### src/rtl/bcd_ascii_serializer.sv
// Serializes a packed BCD word into ASCII digits, most significant digit first,
// with optional leading-zero suppression and a saturating invalid-digit counter.
module bcd_ascii_serializer #(
  parameter int          DIGITS   = 4,
  parameter bit          LZ_EN    = 1'b0,
  parameter logic [7:0]  ERR_CHAR = 8'h3F
) (
  input  logic                  clk,
  input  logic                  rst,
  input  logic                  in_valid,
  output logic                  in_ready,
  input  logic [4*DIGITS-1:0]   in_bcd,
  output logic                  out_valid,
  input  logic                  out_ready,
  output logic [7:0]            out_char,
  output logic                  out_last,
  output logic                  out_err,
  output logic [7:0]            err_cnt
);
  localparam int IW = (DIGITS > 1) ? $clog2(DIGITS) : 1;

  typedef enum logic {IDLE, SEND} state_t;

  state_t                   state, state_nxt;
  logic [DIGITS-1:0][3:0]   word_q;
  logic [IW-1:0]            idx_q, idx_nxt, idx_start;
  logic [DIGITS-1:0]        nz;
  logic [3:0]               cur_dig;
  logic                     load;

  // Any non-zero nibble (including invalid ones) counts for leading-zero detection.
  genvar g;
  generate
    for (g = 0; g < DIGITS; g++) begin : g_nz
      assign nz[g] = |in_bcd[4*g +: 4];
    end
  endgenerate

  always_comb begin
    idx_start = IW'(DIGITS - 1);
    if (LZ_EN) begin
      idx_start = '0;
      for (int i = 0; i < DIGITS; i++)
        if (nz[i]) idx_start = IW'(i);
    end
  end

  assign cur_dig = word_q[idx_q];

  always_comb begin
    state_nxt = state;
    idx_nxt   = idx_q;
    load      = 1'b0;
    in_ready  = 1'b0;
    out_valid = 1'b0;
    out_char  = 8'h00;
    out_last  = 1'b0;
    out_err   = 1'b0;
    case (state)
      IDLE: begin
        in_ready = !rst;
        if (in_valid && !rst) begin
          state_nxt = SEND;
          idx_nxt   = idx_start;
          load      = 1'b1;
        end
      end
      SEND: begin
        out_valid = 1'b1;
        out_last  = (idx_q == '0);
        out_err   = (cur_dig > 4'd9);
        out_char  = out_err ? ERR_CHAR : {4'h3, cur_dig};
        if (out_ready) begin
          if (out_last) state_nxt = IDLE;
          else          idx_nxt   = idx_q - 1'b1;
        end
      end
      default: state_nxt = IDLE;
    endcase
  end

  always_ff @(posedge clk or posedge rst) begin
    if (rst) begin
      state  <= IDLE;
      idx_q  <= '0;
      word_q <= '0;
    end else begin
      state <= state_nxt;
      idx_q <= idx_nxt;
      if (load) word_q <= in_bcd;
    end
  end

  always_ff @(posedge clk or posedge rst) begin
    if (rst)
      err_cnt <= 8'h00;
    else if (out_valid && out_ready && out_err && (err_cnt != 8'hFF))
      err_cnt <= err_cnt + 8'd1;
  end
endmodule

### config.mk
export PLATFORM = sky130hd
export DESIGN_NAME = bcd_ascii_serializer
export DESIGN_NICKNAME = d
export VERILOG_FILES = /design/src/rtl/bcd_ascii_serializer.sv
export SDC_FILE = /design/constraint.sdc
export NUM_CORES = 1
export LEC_CHECK = 0
export ABC_AREA = 1
export BUFFER_PORTS_ARGS = -buffer_cell sky130_fd_sc_hd__buf_2
export CORE_MARGIN = 5
export CORE_UTILIZATION = 50
export CTS_BUF_LIST = sky130_fd_sc_hd__clkbuf_4
export DETAILED_ROUTE_END_ITERATION = 6
export GPL_TIMING_DRIVEN = 0
export PLACE_DENSITY = 0.76
export SETUP_SLACK_MARGIN = 0.2
export SYNTH_ARGS = -nofsm -noshare
export SYNTH_HDL_FRONTEND = slang
export SYNTH_SLANG_ARGS = --single-unit
### constraint.sdc
create_clock -name clk -period 3.81 [get_ports clk]
set_clock_uncertainty 0.15 [all_clocks]
set_input_delay 0.1905 -clock clk [delete_from_list [all_inputs] [get_ports clk]]
set_output_delay 0.1905 -clock clk [all_outputs]
set_load 0.01 [all_outputs]
# Word-level counts from Yosys, hierarchy flattened
# Cells that the tools add are included.
word_totals:
  regBits: 27
  input_bits: 20
  out_inout_bits: 20
  elab_cells: 40
op_classes:
  addsub: 2
  order_cmp: 2
  eq_ne: 4
  muxes: 17
  n_bitwise: 1
  reduce_logical: 7
op_table:
  columns: ["op", "count"]
  rows:
  - ["$add 8x1->8 const B", 1]
  - ["$bmux 4 s2", 1]
  - ["$mux 1", 8]
  - ["$mux 4", 2]
  - ["$ne 8x8->1 const B", 1]
  - ["$mux 2", 3]
  - ["$mux 6", 1]
  - ["$ne 2x2->1 const B", 3]
  - ["$gt 4x4->1 const B", 1]
  - ["$logic_and 1x1->1", 4]
  - ["$pmux 2 s2", 1]
  - ["$lt 2x3->1 const B", 1]
  - ["$reduce_and 3->1", 1]
  - ["$logic_not 2->1", 1]
  - ["$pmux 1 s2", 1]
  - ["$sub 2x1->2 const B", 1]
  - ["$logic_not 1->1", 1]
  - ["$not 1->1", 1]

# Longest topological paths before layout
# Gate-level depths: netlist (run 1).
depth:
  ltp_word: 6
  ltp_mapped: 8
  ltp_nobuf: 8

# Worst setup path before layout (run 1)
# OpenSTA, ideal clock, no wires.
synth_timing:
  path_kind: "reg2reg"
  from: "register err_cnt[0]"
  to: "register err_cnt[5]"
  setup_time_ns: 0.118
  arrival_ns: 1.366
  required_ns: 3.542
  path_slack_ns: 2.176
  path_stages_with_launch: 8
  n_path_buf: 0
  period_less_slack_ns: 1.634
  cell_sequence: "dfrtp_1 -> ha_1 -> nand3_1 -> inv_1 -> a21boi_4 -> nand3_4 -> nand2_1 -> nand2_1"
synth_via:
  elab_chain_cells: 2
  elab_cells_between_ends: 3
  cone_classes: "1 x add/sub; 1 x eq/ne; 1 x reduce/logical"
synth_rtl:
  columns: ["element", "line", "text"]
  rows:
  - ["start, declared", "18", "output logic [7:0] err_cnt"]
  - ["start signal, assigned", "98", "err_cnt <= err_cnt + 8'd1;"]
  - ["branches (longest 2 deep; another with $add 8x1->8)", null, null]
# Parallel ways; which one is timed is not known.
# A chain may end at the register's enable or synchronous reset.

# Final worst setup path (run 1)
layout_timing:
  from: "register idx_q[0]"
  to: "output out_char[0]"
layout_via:
  elab_chain_cells: 5
layout_rtl:
  columns: ["element", "line", "text"]
  rows:
  - ["start, declared", "26", "logic [IW-1:0] idx_q, idx_nxt, idx_start;"]
  - ["start signal, assigned", "89", "idx_q <= idx_nxt;"]
  - ["$bmux 4 s2 *", "48", "assign cur_dig = word_q[idx_q];"]
  - ["$mux 4 (not written as such) *", "48", null]
  - ["$gt 4x4->1", "71", "out_err = (cur_dig > 4'd9);"]
  - ["$mux 4 *", "72", "out_char = out_err ? ERR_CHAR : {4'h3, cur_dig};"]
  - ["$mux 6 *", "59", "case (state)"]
  - ["end, declared", "15", "output logic [7:0] out_char,"]
# Mark *: on every way between the ends. The rest lies on a longest branch, timed or not. The select of a mux whose other input is x is not followed.

==> impl_metrics.py, run 1 <==
metrics = {
    "status": {
        "status": "completed",
    },
    "worst_hold_path": {
        "min_to": "word_q[9]",
        "hold_start": "in_valid",
        "worstHoldPathCells": 4,
        "holdCritPathClass": "in2reg",
    },
    "cts": {
        "path_clk_slew_ps": 140,
        "numCtsBuffers": 3,
        "root_buffer": "clkbuf_4",
        "worstSkewPairLatency_ps": 330,
        "clockBufferDepth": 2,
        "post_cts.repair.setup_buffers": 0,
        "clkSinkCount": 27,
        "htreeDepth": 1,
        "cts_tree": "built",
    },
    "routing": {
        "num_vias": 1403,
        "wirelength_um": 3410,
        "via_per_inst": 4.96,
        "drc": 0,
        "ant_nets": 0,
        "drtPass1Iterations": 4,
        "routedWlPerCell_um": 12.1,
        "drtIter0Drc": 50,
    },
    "synth": {
        "netlist_area_sq_mm": 0.00149,
        "synthDistinctLibCells": 28,
        "yosysWarningCount": 0,
        "synth_top_area_frac": 0.453,
        "yosysSeqAreaShare": 0.453,
        "syn_inst": 192,
        "ys_ff_latch": 27,
        "synth_area_leaders": "dfrtp_1 (45%), nand2_1 (23%), nand4_1 (3.4%), o21ai_0 (2.3%), inv_1 (2.3%)",
        "avgSynthCellArea_sq_um": 7.77,
        "yosysTopAreaCell": "dfrtp_1",
    },
    "sta": {
        "setup_viol": 0,
        "drv_slew": 0,
        "final.setup.tns_ps": 0,
        "finalCriticalPeriod_ps": 2060,
        "maxClockFrequency_ghz": 0.486,
        "setup_ws_ps": 1750,
        "maxSlewHeadroom": 0.346,
        "hold_violations": 0,
        "holdWs_ps": 74.9,
        "timing.final.crit_share": 0.540,
        "worst_slew_pin_slew_ps": 981,
        "rsz0062_at_grt": "false",
    },
    "power_and_ir_drop": {
        "clockPowerShare": 0.098,
        "leakage_uw": 0.00107,
        "p_sw_uw": 643,
        "pwr-share-comb": 0.545,
        "seqPwrFrac": 0.357,
        "p_sw_frac": 0.463,
        "irDropWorstVdd_mv": 0.328,
        "cellPowerDensity_mw_per_mm2": 720,
        "p_int_uw": 747,
    },
    "place": {
        "place_congestion": 0.832,
        "io_buffers": 37,
        "pre_cts_slack_ps": 2030,
        "dp_hpwl_um": 2340,
    },
    "floorplan": {
        "ioPinCount": 40,
        "dieArea_sq_mm": 0.00418,
        "dieWidth_um": 64.6,
        "start_util": 0.532,
        "design.core.area_sq_mm": 0.00281,
        "rows": 19,
        "die_h_um": 64.6,
    },
    "worst_setup_path": {
        "crit_top_cell": "nand2_1",
        "reg2reg_slack_ps": 2010,
        "crit_type": "reg2out",
        "crit_buf_inv": 2,
        "r2r-end": "err_cnt[7]",
        "crit_family": "simple AND/OR/NAND/NOR gates",
        "crit_start": "idx_q[0]",
        "reg2reg_depth": 7,
        "r2r_start": "err_cnt[0]",
        "critPathMaxFanout": 10,
        "path_cells": "inv_2 -> nand2_1 -> nand3_1 -> nand2_1 -> nand2_4 -> nand2_2 -> a21oi_1 -> buf_2",
        "critPathMaxStageDelay_ps": 420,
        "crit_path_top_delay_cell": "dfrtp_1",
        "worst_ep_arrival_time_ps": 1720,
        "crit_path_end_kind": "output port",
        "crit_required_ps": 3470,
        "start_kind": "flip-flop",
    },
    "grt": {
        "grtUsageMet1": 0.220,
        "grt_first_pass_wirelength_um": 5930,
        "grt_start_max_net_pins": 28,
        "first_global_vias": 1360,
        "grt_usage": 0.179,
        "antenna_found_initial": 0,
        "grt_use_met3": 0.0311,
        "grt_util_met2": 0.318,
        "overflow": 0,
        "grt_busiest_layer": "met2",
    },
    "layout": {
        "final_nets": 275,
        "drive_above_1_share": 0.246,
        "n_antenna_cell": 0,
        "fin_util": 0.688,
        "num-fill-cells": 254,
        "areaGrowthSynthToFinish_pct": 29.4,
    },
    "flow_run": {
        "drv_cap": 0,
    },
}
cells in the mapped netlist:
master / n
buf_6: 1
nand4_1: 8
nand2_1: 91
a21oi_1: 3
o21ai_0: 7
o21bai_1: 1
nand2_2: 3
nor2_8: 1
buf_4: 4
a22oi_1: 1
dfrtp_1: 27
inv_1: 9
nand3_2: 2
nor2_2: 1
nand3_1: 6
conb_1: 1
nand2_4: 2
nand3_4: 1
xnor2_1: 2
a21boi_4: 1
nand3b_1: 2
o22ai_1: 1
buf_2: 1
nor2_1: 8
xor2_1: 1
clkbuf_1: 1
inv_2: 4
ha_1: 2
repair_timing:
action	4_1_cts	5_1_grt
hold buffers	18	0
resized for setup	0	0
endpoints found under the hold margin	44	0
flip-flops by register name, indices dropped and copies added, names as in the netlist:
signal / flops
idx_q: 2
state: 1
word_q: 16
err_cnt: 8
through the flow:
stage	cell area, sq um	cells	total power (uW)
2_1_floorplan	1500	193	1020
3_3_place_gp	1720	261	1230
3_5_place_dp	1720	261	1250
4_1_cts	1930	283	1390
5_1_grt	1930	283	1510
6_report	1930	283	1390
cell type report:
cell class | count | area (sq um) | area share
multi-input cells | 146 | 721 | 0.374
inverters | 13 | 48.8 | 0.0253
plain buffers | 7 | 50.0 | 0.0259
clock buffers | 4 | 30.0 | 0.0156
repair buffers | 55 | 365 | 0.189
well taps | 31 | 38.8 | 0.0201
flip-flops and latches | 27 | 676 | 0.350
worst max path at each step:
stage | end | slack (ps) | cells past startpoint
final | out_char[0] | 1750 | 8
after global routing | out_char[0] | 1600 | 8
after CTS | out_char[0] | 1750 | 8
after detailed placement | err_cnt[7] | 2030 | 7
after global placement | err_cnt[1] | 2050 | 7
after floorplan | err_cnt[5] | 2180 | 7
worst min-delay path, stage by stage:
cell     delay [ps]
buf_2            80
nand2_2         120
nand2_1          90
nand2_1          50
metal layers:
layer,vias up,wire (um)
met5,-,0
met1,632,1510
met3,7,196
met4,0,52
li1,725,-
met2,39,1660
cells by family after synthesis:
kind of cell,synth area share
DFF,0.453
and+or+nand+nor,0.383
other,0.00251
adders and majority gates,0.0168
AOI/OAI and AO/OA,0.0604
xor gates and xnor gates,0.0176
buffers and inverters,0.0663
power by group through the flow:
stage / Combinational [uW] / Sequential (uW) / Clock (uW)
floorplan: 531 / 490 / 0
global placement: 729 / 499 / 0
detailed placement: 744 / 501 / 0
CTS: 760 / 496 / 136
global route: 849 / 512 / 152
finish: 757 / 497 / 136
placed cells by master (no fill, tap or decap), types with 3 or more instances in the layout:
master          n
nand2_1        91
buf_2          38
dfrtp_1        27
dlygate4sd3_1  18
inv_1           9
nor2_1          8
nand4_1         8
o21ai_0         7
nand3_1         6
inv_2           4
buf_4           4
clkbuf_4        4
nand2_2         3
a21oi_1         3
No activity file was read; power rests on OpenSTA's default activity.
==> run 2: changes to the inputs <==
==> constraint.sdc (replaced) <==
create_clock -name clk -period 1.9 [get_ports clk]
set_clock_uncertainty 0.15 [all_clocks]
set_input_delay 0.095 -clock clk [delete_from_list [all_inputs] [get_ports clk]]
set_output_delay 0.095 -clock clk [all_outputs]
set_load 0.01 [all_outputs]
==> run 2 against run 1 <==
  * Critical path depth did not move
  * Global-route usage up 2.0 points
  * Combinational power grew to 2.8 times the previous value
  * Power up 150%
  * Utilization increased by 8.3 points
  * Count of clock-buffer cells in the layout stayed put
  * Sequential cell count unchanged
  * Via count rose by 9.9%
  * Final cell count grew 5.7%
  * Worst setup slack worse by 1700 ps
  * Sequential share of layout area down 3.7 points
  * Non-clock buffer count is 15 higher
  * Critical path type unchanged
  * Critical endpoint unchanged
  * Largest power group unchanged
==> impl_metrics.py, run 2 (same netlist as run 1, synthesis figures left out) <==
metrics = {
    "sta": {
        "worst_slew_pin_slew_ps": 1000,
        "maxSlewHeadroom": 0.332,
        "setup_viol": 0,
        "hold_violations": 0,
        "rsz0062_at_grt": "true",
        "drv_slew": 0,
        "maxClockFrequency_ghz": 0.527,
        "timing.final.crit_share": 0.999,
        "holdWs_ps": 321,
        "finalCriticalPeriod_ps": 1900,
    },
    "routing": {
        "drc": 0,
        "routedWlPerCell_um": 13.7,
        "ant_nets": 0,
        "num_vias": 1542,
        "drtIter0Drc": 112,
        "drtPass1Iterations": 4,
        "via_per_inst": 5.16,
        "wirelength_um": 4110,
    },
    "place": {
        "place_congestion": 0.832,
        "dp_hpwl_um": 2340,
        "io_buffers": 37,
    },
    "grt": {
        "grtUsageMet1": 0.245,
        "grt_usage": 0.200,
        "overflow": 0,
        "first_global_vias": 1428,
        "grt_busiest_layer": "met2",
        "grt_util_met2": 0.361,
        "grt_first_pass_wirelength_um": 6440,
        "antenna_found_initial": 0,
        "grt_start_max_net_pins": 28,
        "grt_use_met3": 0.0294,
    },
    "power_and_ir_drop": {
        "p_sw_frac": 0.461,
        "p_sw_uw": 1590,
        "irDropWorstVdd_mv": 0.825,
        "pwr-share-comb": 0.621,
        "seqPwrFrac": 0.299,
        "clockPowerShare": 0.080,
        "cellPowerDensity_mw_per_mm2": 1600,
        "p_int_uw": 1870,
        "leakage_uw": 0.00117,
    },
    "layout": {
        "final_nets": 291,
        "top_regs": "word_q: 16 flops, err_cnt: 8 flops, idx_q: 2 flops",
        "fin_util": 0.771,
        "drive_above_1_share": 0.381,
        "areaGrowthSynthToFinish_pct": 45.1,
        "num-fill-cells": 203,
        "mostFrequentLayoutCells": "nand2_1 (78), buf_2 (37), dfrtp_1 (25)",
        "n_antenna_cell": 0,
        "regMostFlops": "word_q",
        "largest_reg_flops": 16,
        "layout_commonest_cell": "nand2_1",
    },
    "worst_setup_path": {
        "crit_path_end_kind": "output port",
        "critPathMaxStageDelay_ps": 480,
        "crit_required_ps": 1650,
        "worst_ep_arrival_time_ps": 1650,
        "critPathMaxFanout": 5,
        "crit_top_cell": "nand2_4",
        "crit_type": "reg2out",
        "reg2reg_slack_ps": 130,
        "crit_family": "flip-flops",
        "crit_buf_inv": 3,
        "start_kind": "flip-flop",
        "crit_path_top_delay_cell": "dfrtp_2",
        "path_cells": "buf_6 -> nand2_1 -> nand3_2 -> nand2_4 -> inv_2 -> nand2_4 -> a21oi_2 -> buf_2",
    },
    "flow_run": {
        "drv_cap": 0,
    },
    "worst_hold_path": {
        "holdCritPathClass": "in2reg",
    },
    "floorplan": {
        "die_h_um": 64.6,
        "ioPinCount": 40,
        "design.core.area_sq_mm": 0.00281,
        "rows": 19,
        "dieArea_sq_mm": 0.00418,
        "dieWidth_um": 64.6,
        "start_util": 0.532,
    },
    "cts": {
        "worstSkewPairLatency_ps": 340,
        "root_buffer": "clkbuf_4",
        "numCtsBuffers": 3,
        "htreeDepth": 1,
        "path_clk_slew_ps": 150,
        "cts_tree": "built",
        "clockBufferDepth": 2,
        "clkSinkCount": 27,
    },
    "status": {
        "status": "completed",
    },
}
[run 2: cell types whose count changed in the layout (fill, tap and decap cells not counted), sizes merged]
cell         previous run  this run
dlygate4sd3            18        19
buf                    43        57
clkinvlp                0         1
[run 2: area by class of cell]
type / count / area [sq um] / share of cell area
Multi-Input combinational cell: 146 / 797 / 0.368
Sequential cell: 27 / 678 / 0.313
Timing Repair Buffer: 70 / 510 / 0.236
Inverter: 13 / 51.3 / 0.0237
Buffer: 7 / 50.0 / 0.0231
Tap cell: 31 / 38.8 / 0.0179
Clock buffer: 4 / 30.0 / 0.0139
Timing Repair inverter: 1 / 7.51 / 0.00347
[run 2: power groups by stage]
stage / combinational, uW / clock [uW] / sequential [uW]
6_report: 2150 / 278 / 1030
5_1_grt: 2330 / 306 / 1060
4_1_cts: 1890 / 273 / 1010
3_5_place_dp: 1490 / 0 / 1010
3_3_place_gp: 1460 / 0 / 1000
2_1_floorplan: 1060 / 0 / 984
[run 2: layer usage]
layer	vias to the layer above	wire length, um
met4	0	48
met2	64	1980
li1	759	-
met1	714	1800
met3	5	271
met5	-	0
[run 2: worst paths after layout]
check	startpoint	cells past startpoint	end
worst max-delay path	idx_q[0]	8	out_char[0]
worst max register to register	idx_q[0]	10	err_cnt[2]
worst min register to register	word_q[4]	2	word_q[4]
min in group asynchronous	rst	3	err_cnt[5]
max in group asynchronous	rst	3	idx_q[0]
worst min-delay path	in_bcd[1]	4	word_q[1]
[run 2: stage by stage]
stage	worst slack [ps]	TNS, ps	total power (uW)	instance area, sq um	cells
6_report	2.78	0	3460	2160	299
5_1_grt	-81.3	-84.9	3700	2160	299
4_1_cts	74.8	0	3170	2090	295
3_5_place_dp	124	0	2500	1720	261
3_3_place_gp	139	0	2460	1720	261
2_1_floorplan	266	0	2050	1500	193
[run 2: worst register-to-register path, cell delays in order, from the launching register on]
cell and delay (ps):
dfrtp_2 480, buf_6 160, nand2_2 50, nand3_2 70, nand2_2 80, nand2_4 90, buf_4 110, buf_4 170
nand3_4 170, nand2_2 110, nand2_1 50
[run 2: timing repair]
item / CTS / global route
pin swaps: 12 / 10
cloned: 2 / 0
hold endpoints to repair: 45 / 0
buffers inserted: 9 / 4
hold buffers: 19 / 0
endpoints found under the setup margin: 13 / 16
resized for setup: 18 / 15
